<file path="src/rtl/reg_map_pkg.sv">
// reg_map_pkg
// Shared definitions for the synth register write path: register addresses,
// reset values, the frequency-lock FSM encoding, and a small address helper.
// Status lives at 0x01. It is read-only, so it has no write address here.
package reg_map_pkg;

    localparam logic [7:0] REG_ADDR_CONTROL   = 8'h00;
    localparam logic [7:0] REG_ADDR_FREQ_LOW  = 8'h02;
    localparam logic [7:0] REG_ADDR_FREQ_MID  = 8'h03;
    localparam logic [7:0] REG_ADDR_FREQ_HIGH = 8'h04;
    localparam logic [7:0] REG_ADDR_DUTY      = 8'h05;
    localparam logic [7:0] REG_ADDR_VOLUME    = 8'h06;

    // Every writable register comes out of reset as zero.
    localparam logic [7:0] REG_RESET_VAL = 8'h00;

    // The round-robin pointer records the last winner. Starting it at B
    // means requester A is favoured on the first contested cycle.
    localparam logic RR_RESET_LAST_B = 1'b1;

    typedef enum logic [1:0] {
        ARB_IDLE   = 2'd0,
        ARB_LOCK_A = 2'd1,
        ARB_LOCK_B = 2'd2
    } arb_state_t;

    // The low and mid frequency bytes are the ones staged ahead of a commit.
    function automatic logic is_shadow_addr(input logic [7:0] addr);
        return (addr == REG_ADDR_FREQ_LOW) || (addr == REG_ADDR_FREQ_MID);
    endfunction

endpackage

</file>
<file path="src/rtl/reg_arb_rr2.sv">
// reg_arb_rr2
// Two-requester round-robin grant. The grant is combinational from the
// requests and the stored last-winner pointer. The pointer moves to the
// winner whenever a grant is issued while enable is high.
// Ports:
//   clk, rst_n        clock, async active-low reset
//   enable            arbitration active (pointer may update)
//   req_a, req_b      requests
//   grant_a, grant_b  one-hot (or zero) grant
module reg_arb_rr2 (
    input  logic clk,
    input  logic rst_n,
    input  logic enable,
    input  logic req_a,
    input  logic req_b,
    output logic grant_a,
    output logic grant_b
);
    import reg_map_pkg::*;

    logic last_b;

    // A lone requester always wins. On a tie, the requester that did not
    // win last time gets the grant, so neither side can be starved.
    always_comb begin
        grant_a = req_a & (~req_b | last_b);
        grant_b = req_b & (~req_a | ~last_b);
    end

    // The pointer only tracks grants that were issued while enabled. While
    // the top is holding a lock, the pointer stays on the lock owner.
    always_ff @(posedge clk or negedge rst_n) begin
        if (!rst_n) begin
            last_b <= RR_RESET_LAST_B;
        end else if (enable && (grant_a || grant_b)) begin
            last_b <= grant_b;
        end
    end

endmodule

</file>
<file path="src/rtl/reg_write_arbiter.sv">
// reg_write_arbiter
// Arbitrates single-byte register writes from requester A (UART decoder)
// and requester B (preset/envelope sequencer). It also holds the committed
// register values.
// Optional feature macro REG_ARB_ATOMIC_FREQ_EN:
//   When defined, low and mid frequency bytes are staged in a shadow. The
//   first writer of a staged byte owns the frequency until it writes
//   freq_high, which commits all three bytes in one edge. Ownership is
//   dropped after LOCK_TIMEOUT idle cycles.
//   When undefined, frequency bytes are written straight to the outputs.
// Ports:
//   clk, rst_n                               clock, async active-low reset
//   a_valid/a_ready/a_addr/a_data            requester A write channel
//   b_valid/b_ready/b_addr/b_data            requester B write channel
//   status_gate_active, status_osc_running   live status inputs
//   reg_control .. reg_volume                committed register values
//   reg_status                               live status byte (combinational)
//   freq_update                              pulse after a frequency change
//   wr_err                                   pulse after a write to an unwritable address
//   lock_timeout                             pulse when a frequency lock is abandoned
module reg_write_arbiter #(
    parameter int LOCK_TIMEOUT = 65535,
    parameter int CNT_W        = 16
) (
    input  logic       clk,
    input  logic       rst_n,
    input  logic       a_valid,
    output logic       a_ready,
    input  logic [7:0] a_addr,
    input  logic [7:0] a_data,
    input  logic       b_valid,
    output logic       b_ready,
    input  logic [7:0] b_addr,
    input  logic [7:0] b_data,
    input  logic       status_gate_active,
    input  logic       status_osc_running,
    output logic [7:0] reg_control,
    output logic [7:0] reg_freq_low,
    output logic [7:0] reg_freq_mid,
    output logic [7:0] reg_freq_high,
    output logic [7:0] reg_duty,
    output logic [7:0] reg_volume,
    output logic [7:0] reg_status,
    output logic       freq_update,
    output logic       wr_err,
    output logic       lock_timeout
);
    import reg_map_pkg::*;

    logic       arb_enable;
    logic       grant_a;
    logic       grant_b;
    logic       a_fire;
    logic       b_fire;
    logic       wr_fire;
    logic [7:0] wr_addr;
    logic [7:0] wr_data;

    // This block exists in the elaborated hierarchy only when the idle
    // counter is too narrow to reach the timeout value.
    if (LOCK_TIMEOUT - 1 > (1 << CNT_W) - 1) begin : g_cnt_w_too_narrow_for_lock_timeout
    end

    reg_arb_rr2 u_rr (
        .clk     (clk),
        .rst_n   (rst_n),
        .enable  (arb_enable),
        .req_a   (a_valid),
        .req_b   (b_valid),
        .grant_a (grant_a),
        .grant_b (grant_b)
    );

    assign reg_status = {6'b0, status_osc_running, status_gate_active};

    // At most one ready is high, so at most one side fires. The write bus
    // can therefore select B whenever B fires and A otherwise.
    assign a_fire  = a_valid & a_ready;
    assign b_fire  = b_valid & b_ready;
    assign wr_fire = a_fire | b_fire;
    assign wr_addr = b_fire ? b_data_sel_addr() : a_addr;
    assign wr_data = b_fire ? b_data : a_data;

    function automatic logic [7:0] b_data_sel_addr();
        return b_addr;
    endfunction

`ifdef REG_ARB_ATOMIC_FREQ_EN

    localparam logic [CNT_W-1:0] TIMEOUT_LAST = CNT_W'(LOCK_TIMEOUT - 1);

    arb_state_t       state;
    logic [7:0]       shadow_low;
    logic [7:0]       shadow_mid;
    logic [CNT_W-1:0] idle_cnt;

    assign arb_enable = (state == ARB_IDLE);

    // In IDLE the round-robin decides the grant. During a lock, only the
    // owner is let through, and the other side stalls until the owner
    // commits or times out.
    always_comb begin
        a_ready = 1'b0;
        b_ready = 1'b0;
        unique case (state)
            ARB_IDLE: begin
                a_ready = grant_a;
                b_ready = grant_b;
            end
            ARB_LOCK_A: a_ready = a_valid;
            ARB_LOCK_B: b_ready = b_valid;
            default: ;
        endcase
    end

    // Register bank, shadow, lock FSM and pulse outputs.
    // Staged bytes go only to the shadow. A freq_high write copies the
    // shadow and the new high byte to the outputs together, so the
    // oscillator never sees a half-updated frequency word.
    // An accepted write always clears the idle counter. The timeout branch
    // is therefore only reached on cycles where the owner did not write.
    always_ff @(posedge clk or negedge rst_n) begin
        if (!rst_n) begin
            state         <= ARB_IDLE;
            idle_cnt      <= '0;
            shadow_low    <= REG_RESET_VAL;
            shadow_mid    <= REG_RESET_VAL;
            reg_control   <= REG_RESET_VAL;
            reg_freq_low  <= REG_RESET_VAL;
            reg_freq_mid  <= REG_RESET_VAL;
            reg_freq_high <= REG_RESET_VAL;
            reg_duty      <= REG_RESET_VAL;
            reg_volume    <= REG_RESET_VAL;
            freq_update   <= 1'b0;
            wr_err        <= 1'b0;
            lock_timeout  <= 1'b0;
        end else begin
            freq_update  <= 1'b0;
            wr_err       <= 1'b0;
            lock_timeout <= 1'b0;
            if (wr_fire) begin
                case (wr_addr)
                    REG_ADDR_CONTROL:  reg_control <= wr_data;
                    REG_ADDR_FREQ_LOW: shadow_low  <= wr_data;
                    REG_ADDR_FREQ_MID: shadow_mid  <= wr_data;
                    REG_ADDR_FREQ_HIGH: begin
                        reg_freq_high <= wr_data;
                        reg_freq_mid  <= shadow_mid;
                        reg_freq_low  <= shadow_low;
                        freq_update   <= 1'b1;
                    end
                    REG_ADDR_DUTY:     reg_duty    <= wr_data;
                    REG_ADDR_VOLUME:   reg_volume  <= wr_data;
                    default:           wr_err      <= 1'b1;
                endcase
                idle_cnt <= '0;
                if (state == ARB_IDLE) begin
                    if (is_shadow_addr(wr_addr)) begin
                        state <= b_fire ? ARB_LOCK_B : ARB_LOCK_A;
                    end
                end else if (wr_addr == REG_ADDR_FREQ_HIGH) begin
                    state <= ARB_IDLE;
                end
            end else if (state != ARB_IDLE) begin
                if (idle_cnt == TIMEOUT_LAST) begin
                    state        <= ARB_IDLE;
                    idle_cnt     <= '0;
                    shadow_low   <= reg_freq_low;
                    shadow_mid   <= reg_freq_mid;
                    lock_timeout <= 1'b1;
                end else begin
                    idle_cnt <= idle_cnt + 1'b1;
                end
            end
        end
    end

`else

    assign arb_enable   = 1'b1;
    assign a_ready      = grant_a;
    assign b_ready      = grant_b;
    assign lock_timeout = 1'b0;

    // Without atomic frequency updates, every write lands directly on its
    // register. A write to any of the three frequency bytes raises
    // freq_update on the following cycle.
    always_ff @(posedge clk or negedge rst_n) begin
        if (!rst_n) begin
            reg_control   <= REG_RESET_VAL;
            reg_freq_low  <= REG_RESET_VAL;
            reg_freq_mid  <= REG_RESET_VAL;
            reg_freq_high <= REG_RESET_VAL;
            reg_duty      <= REG_RESET_VAL;
            reg_volume    <= REG_RESET_VAL;
            freq_update   <= 1'b0;
            wr_err        <= 1'b0;
        end else begin
            freq_update <= wr_fire &&
                           (is_shadow_addr(wr_addr) || wr_addr == REG_ADDR_FREQ_HIGH);
            wr_err      <= 1'b0;
            if (wr_fire) begin
                case (wr_addr)
                    REG_ADDR_CONTROL:   reg_control   <= wr_data;
                    REG_ADDR_FREQ_LOW:  reg_freq_low  <= wr_data;
                    REG_ADDR_FREQ_MID:  reg_freq_mid  <= wr_data;
                    REG_ADDR_FREQ_HIGH: reg_freq_high <= wr_data;
                    REG_ADDR_DUTY:      reg_duty      <= wr_data;
                    REG_ADDR_VOLUME:    reg_volume    <= wr_data;
                    default:            wr_err        <= 1'b1;
                endcase
            end
        end
    end

`endif

endmodule

</file>
<file path="config.mk">
export PLATFORM = sky130hd
export DESIGN_NAME = reg_write_arbiter
export DESIGN_NICKNAME = d
export VERILOG_FILES = /design/src/rtl/reg_map_pkg.sv /design/src/rtl/reg_arb_rr2.sv /design/src/rtl/reg_write_arbiter.sv
export SDC_FILE = /design/constraint.sdc
export NUM_CORES = 1
export LEC_CHECK = 0
export BUFFER_PORTS_ARGS = -buffer_cell sky130_fd_sc_hd__buf_4
export CAP_MARGIN = 40
export CORE_MARGIN = 4
export CORE_UTILIZATION = 37
export DETAILED_ROUTE_END_ITERATION = 10
export HOLD_SLACK_MARGIN = 0.15
export PLACE_DENSITY = 0.73
export SYNTH_ARGS = -nofsm -noshare
export SYNTH_HDL_FRONTEND = slang
export SYNTH_SLANG_ARGS = --single-unit
</file>
<file path="constraint.sdc">
create_clock -name clk -period 2.5 [get_ports clk]
set_input_delay 0.125 -clock clk [delete_from_list [all_inputs] [get_ports clk]]
set_output_delay 0.125 -clock clk [all_outputs]
set_load 0.02 [all_outputs]
</file>
==> results of run 1 <==
area by class of cell:
cell class              instances  share of cell area (%)
multi-input cells             120                   31.37
repair buffers                 94                   22.34
inverters                       2                  0.2344
clock inverters                 1                  0.2344
clock buffers                   7                   3.008
well taps                      75                   2.930
flip-flops and latches         51                   39.88
cell usage in the layout, fill, tap and decap left out, drive strengths merged:
| cell | count |
|---|---|
| and2 | 1 |
| dfrtp | 50 |
| o221ai | 1 |
| nand2b | 5 |
| o32a | 1 |
| conb | 7 |
| nor2b | 1 |
| a221o | 1 |
| inv | 2 |
| dfstp | 1 |
| clkbuf | 7 |
| a311oi | 2 |
| a21bo | 1 |
| or2 | 1 |
| a21oi | 6 |
| buf | 90 |
| a31oi | 1 |
| nand2 | 26 |
| mux2 | 48 |
| clkinvlp | 1 |
| a211oi | 1 |
| a32oi | 1 |
| or4 | 8 |
| nor2 | 5 |
| dlygate4sd3 | 4 |
| nor4 | 2 |
| o32ai | 1 |
synthesized netlist by cell type (2+ instances only):
cell type	n	area, um^2
a21oi_4	5	81.33
a311oi_1	2	17.52
buf_4	9	67.56
clkbuf_1	3	11.26
dfrtp_1	50	1251
mux2_1	4	45.04
mux2_2	44	495.5
nand2_1	26	97.59
nand2b_1	5	31.28
nor2_1	5	18.77
nor4_1	2	12.51
or4_1	3	22.52
or4_4	5	56.30
stage by stage:
step                utilization, %  instances  total power [W]
floorplan                        -        185         0.001148
global placement             50.77        338         0.001337
detailed placement           50.77        338         0.001345
CTS                          53.16        350         0.001875
global route                 53.16        350         0.001947
finish                       53.16        350         0.001841
final timing paths:
path | endpoint | slack (ns) | cells after the start
setup reg to reg | reg_volume[1] | 0.22 | 5
hold / removal | freq_update | 0.20 | 3
min in group asynchronous | reg_control[2] | 0.39 | 2
max in group asynchronous | reg_freq_low[7] | 1.69 | 2
setup / recovery | reg_volume[1] | 0.09 | 7
hold reg to reg | reg_freq_high[6] | 0.50 | 1
report_power, final:
part           internal [W]  total, W  switching [W]
Sequential         0.000888  0.000923      0.0000354
Combinational      0.000185  0.000408       0.000223
Clock              0.000252  0.000510       0.000258
Total               0.00132   0.00184       0.000516
worst max-delay path, cell delays in order:
cell and delay [ns]:
dlygate4sd3_1 0.55, buf_4 0.15, a21bo_1 0.22, buf_4 0.18
or4_1 0.56, a21oi_4 0.42, mux2_2 0.39
kinds of logic after synthesis:
| family | share of synthesized area [%] |
|---|---|
| AOI/OAI and AO/OA | 7.680 |
| buffers and inverters | 3.679 |
| DFF | 54.45 |
| muxes | 23.04 |
| other | 0.1598 |
| and+or+nand+nor | 10.99 |
routing by layer:
layer | routed length (um) | track usage [%] | share of wire [%] | up-vias
met5 | 0 | 0 | 0 | -
met4 | 54 | 3.905 | 0.92 | 0
met3 | 453 | 4.139 | 7.7 | 5
met2 | 2918 | 26.51 | 50 | 66
met1 | 2439 | 21.11 | 42 | 883
li1 | - | - | - | 821
registers in the layout, summed over array words and instances (netlist names):
signal and flops:
reg_control 8, freq_update 1, reg_freq_mid 8, u_rr.last_b 1, reg_volume 8, reg_duty 8, reg_freq_low 8, reg_freq_high 8
wr_err 1
timing repair:
item,CTS,global route
hold endpoints to repair,52,0
hold buffers,4,0
buffers inserted,0,0
==> impl_results.md, run 1 <==
- Root Driver: clkbuf_8
- Gpl congestion: around 0.72
- Final setup violating endpoints: 0
- DR vias: roughly 1800
- Pin count of the biggest net entering global routing: 52
- Netlist cell types: 29
- Row cnt: 28
- Core region area: 6026 um^2
- Placed Area: 3059 um^2
- Fill count: about 560
- Worst min path class: input pin to flip-flop
- Antenna-violating nets left: 0
- Antenna cells: 0
- Area growth, synth to finish: 36.53%
- Hpwl dp: approximately 4400 um
- GRT Resource Usage Total: 16.03%
- Clock Skews: 0.006004 ns
- CTS Buffer Depth: 2
- Overall routed net length: roughly 5900 um
- Worst VDD drop: between 0.2 and 0.3 mV
- Final Max Tran Viols: 0
- Drc violations: 0
- Setup crit start: a_valid
- Pre-antenna DRT Iters: 4
- H-tree depth: 2
- FF+latch area: about 1300 um^2
- Vias in the first global route: 1833
- Synthesized flop and latch total: 51
- Final instance area: 3203 um^2
- CTS Sinks: slightly above 50
- P_leak: 1.657 nW
- DIE HEIGHT: between 80 and 90 um
- Post-Syn Area: approximately 2300 um^2
- Hold Fails Final Rpt: 0
- Setup_tns: 0 ns
- Cell Pwr Density: 574.7 nW/um^2
- Die Footprint: between 7000 and 8000 um^2
- Port Buffers: 87
- Startpoint types: input pin
- CTS buffer count: 5
- Final hold slack: 0.1968 ns
- CP Capture Type: flip-flop
- Critical path arrival: 2.59 ns
- Die X: 87.63 um
- Resized Gates After CTS: 0
- Worst Path Required: roughly 2.7 ns
- Worst Hold Launch: a_addr[0]
- Avg Cell Area, Syn: 13.11 um^2
- Max_cap viols: 0
- Vias per std cell: 5.071
- Initial Utilization: about two fifths
- Max Freq: 414.8 MHz
- Synth async-reset ratio: 100.0%
- CTS tree: yes
- Max transition margin: 58.08%
- Share of cells above drive strength 1: 56.73%
- Clock Latency Late Sink: 0.30 ns
- Number of enable flip-flop cells after synthesis: 0
- Mapped Cells: 179
- RSZ-0062 raised after global routing: false
- Worst setup path class: input pin to flip-flop
- Nets: 312
- First-pass GRT wire length: ~9300 um
- Tightest Pin Transition: around 0.63 ns
- Post-synthesis sequential area ratio: 54.45%
- Worst-path maximum fanout: 9
- Iteration-0 DRC count of the detailed router: 79
- Status: finished, final reports clean
- Top FF cell, synth: dfrtp_1
- Multi-input gate area: 1005 um^2
- Reg2reg start: u_rr.last_b
- PnR worst setup slack: 0.08946 ns
- Initial antenna violation count: 0
- Setup slack at placement: between 0.15 and 0.2 ns
- Final period util: 96.42%
- WL/cell: 16.76 um
- IO Pins: 99
- Gr ovfl total: 0
- Clock transition at path regs: 0.08 ns
- Tmin final: 2.411 ns
- Synth warn: 0
Power figures use the tool's default switching activity.
==> run 2: changes to the inputs <==
- CORE_MARGIN: 4 -> unset
- CTS_CLUSTER_DIAMETER: unset -> 150
==> run 2 against run 1 <==
Critical path depth shrank 2. Largest power group unchanged. Routed wire length shrank 6.6%. Cell area shrank 0.20%. First-iteration DRC count shrank 47%. Flip-flop and latch count is the same. Largest cell class unchanged.
==> impl_results.md, run 2 (same netlist as run 1, synthesis figures left out) <==
- Clock Skews: 0.007220 ns (was 0.006004 ns)
- Fill count: 557 (was 561)
- Drc violations: 0 (unchanged)
- RSZ-0062 raised after global routing: false (unchanged)
- GRT Resource Usage Total: 17.83% (was 16.03%)
- Max_cap viols: 0 (unchanged)
- Cell Pwr Density: 576.0 nW/um^2 (was 574.7 nW/um^2)
- Gpl congestion: 0.8013 (was 0.7152)
- Worst min path class: input pin to flip-flop (unchanged)
- CTS Sinks: 51 (unchanged)
- Setup slack at placement: 0.1247 ns (was 0.1836 ns)
- CTS Buffer Depth: 2 (unchanged)
- First-pass GRT wire length: 8763 um (was 9349 um)
- Crit path max-delay cell type: or4_4 (was or4_1)
- Share of cells above drive strength 1: 56.73% (unchanged)
- Core region area: 6026 um^2 (unchanged)
- H-tree depth: 2 (unchanged)
- Die Footprint: 6663 um^2 (was 7678 um^2)
- Initial Utilization: 38.93% (unchanged)
- CP Capture Type: flip-flop (unchanged)
- Overall routed net length: 5477 um (was 5866 um)
- P_leak: 1.659 nW (was 1.657 nW)
- Startpoint types: flip-flop (was input pin)
- Multi-input gate area: 1005 um^2 (unchanged)
- Tmin final: 2.386 ns (was 2.411 ns)
- Pin count of the biggest net entering global routing: 52 (unchanged)
- Final Max Tran Viols: 0 (unchanged)
- Final setup violating endpoints: 0 (unchanged)
- Iteration-0 DRC count of the detailed router: 42 (was 79)
- Antenna-violating nets left: 0 (unchanged)
- WL/cell: 15.65 um (was 16.76 um)
- Worst VDD drop: 0.3785 mV (was 0.2873 mV)
- FF+latch area: 1277 um^2 (unchanged)
- Total power draw: 0.001841 W (about the same)
- Worst setup path class: flip-flop to flip-flop (was input pin to flip-flop)
- Crit path cell chain: a21bo_1 -> inv_2 -> or4_4 -> a21oi_4 -> mux2_2 (was dlygate4sd3_1 -> buf_4 -> a21bo_1 -> buf_4 -> or4_1 -> a21oi_4 -> mux2_2)
- Gr ovfl total: 0 (unchanged)
- Worst-path maximum fanout: 10 (was 9)
- Most frequent cells in the layout: buf_4, dfrtp_1, mux2_2 (unchanged)
- Vias in the first global route: 1737 (was 1833)
- Hold Fails Final Rpt: 0 (unchanged)
- Row cnt: 28 (unchanged)
- Hpwl dp: 3971 um (was 4356 um)
- Initial antenna violation count: 0 (unchanged)
- Worst Path Required: 2.68 ns (about the same)
- Status: finished, final reports clean (unchanged)
- Die X: 81.63 um (was 87.63 um)
- CTS buffer count: 5 (unchanged)
- Pre-antenna DRT Iters: 4 (unchanged)
- Critical path arrival: 2.57 ns (was 2.59 ns)
- DR vias: 1726 (was 1775)
- Max transition margin: 57.96% (was 58.08%)
- Area growth, synth to finish: 36.27% (was 36.53%)
- DIE HEIGHT: 81.63 um (was 87.63 um)
- Max Freq: 419.2 MHz (was 414.8 MHz)
- Post-CTS setup buffer count: 0 (unchanged)
- Clock Latency Late Sink: 0.30 ns (about the same)
- Commonest non-fill, non-tap cell in the layout: buf_4 (unchanged)
- Clock transition at path regs: 0.09 ns (was 0.08 ns)
- Nets: 312 (unchanged)
- Root Driver: clkbuf_8 (unchanged)
- PnR worst setup slack: 0.1145 ns (was 0.08946 ns)
- CTS tree: yes (unchanged)
- IO Pins: 99 (unchanged)
- Port Buffers: 87 (unchanged)
- Crit-path max cell delay: 0.58 ns (was 0.56 ns)
- Antenna cells: 0 (unchanged)
- Tightest Pin Transition: 0.6307 ns (was 0.6288 ns)
- Final period util: 95.42% (was 96.42%)
- Setup_tns: 0 ns (unchanged)
- Vias per std cell: 4.931 (was 5.071)
## run 2: cell types whose count changed in the layout (fill, tap and decap cells not counted), sizes merged
cell | before | now
clkinvlp | 1 | 0
clkbuf | 7 | 8
dlygate4sd3 | 4 | 3
buf | 90 | 91
## run 2: path summary, 6_finish.rpt
| kind | start | to | slack (ns) | cells past startpoint |
|---|---|---|---|---|
| worst max-delay path | u_rr.last_b | reg_freq_low[2] | 0.11 | 5 |
| worst min-delay path | b_valid | freq_update | 0.18 | 3 |
| worst max register to register | u_rr.last_b | reg_freq_low[2] | 0.11 | 5 |
| worst min register to register | reg_freq_low[5] | reg_freq_low[5] | 0.50 | 1 |
| max in group asynchronous | rst_n | reg_control[6] | 1.69 | 2 |
| min in group asynchronous | rst_n | wr_err | 0.39 | 2 |
## run 2: what timing repair did
action                                 CTS  global route
endpoints found under the hold margin   51             0
gates resized for setup                  0             0
hold buffers                             3             0
## run 2: critical path, delay by kind of cell (launching register included)
kind                   cells  cell delay [ns]
muxes                      1             0.38
DFF                        1             0.57
buffers and inverters      1             0.13
AOI/OAI and AO/OA          2             0.60
and+or+nand+nor            1             0.58
## run 2: per-layer routing
layer,GRT usage [%],up-vias,part of all wire (%),routed length (um)
li1,-,811,-,-
met1,23.47,840,45,2466
met2,29.75,70,48,2608
met3,4.444,5,6.5,358
met4,3.684,0,0.79,43
met5,0,-,0,0
## run 2: where the power goes
group / switching, W / internal [W]
Clock: 0.000264 / 0.000253
Sequential: 0.0000371 / 0.000888
Combinational: 0.000216 / 0.000184
Total: 0.000517 / 0.00132
## run 2: cell type report
cell class | count | area share [%]
sequential | 51 | 39.96
multi-input combinational | 120 | 31.43
timing repair buffer | 94 | 22.31
clock buffer | 8 | 3.131
tap | 75 | 2.935
inverter | 2 | 0.2348
## run 2: stage by stage
step                      std cells  area (um^2)  hold WS, ns  utilization [%]
after detailed placement        339         3067       0.1974            50.89
after global placement          339         3067       0.1948            50.89
final                           350         3197       0.1819            53.05
after CTS                       350         3197       0.1762            53.05
after global routing            350         3197       0.1942            53.05
after floorplan                 185         2369      -0.1706                -
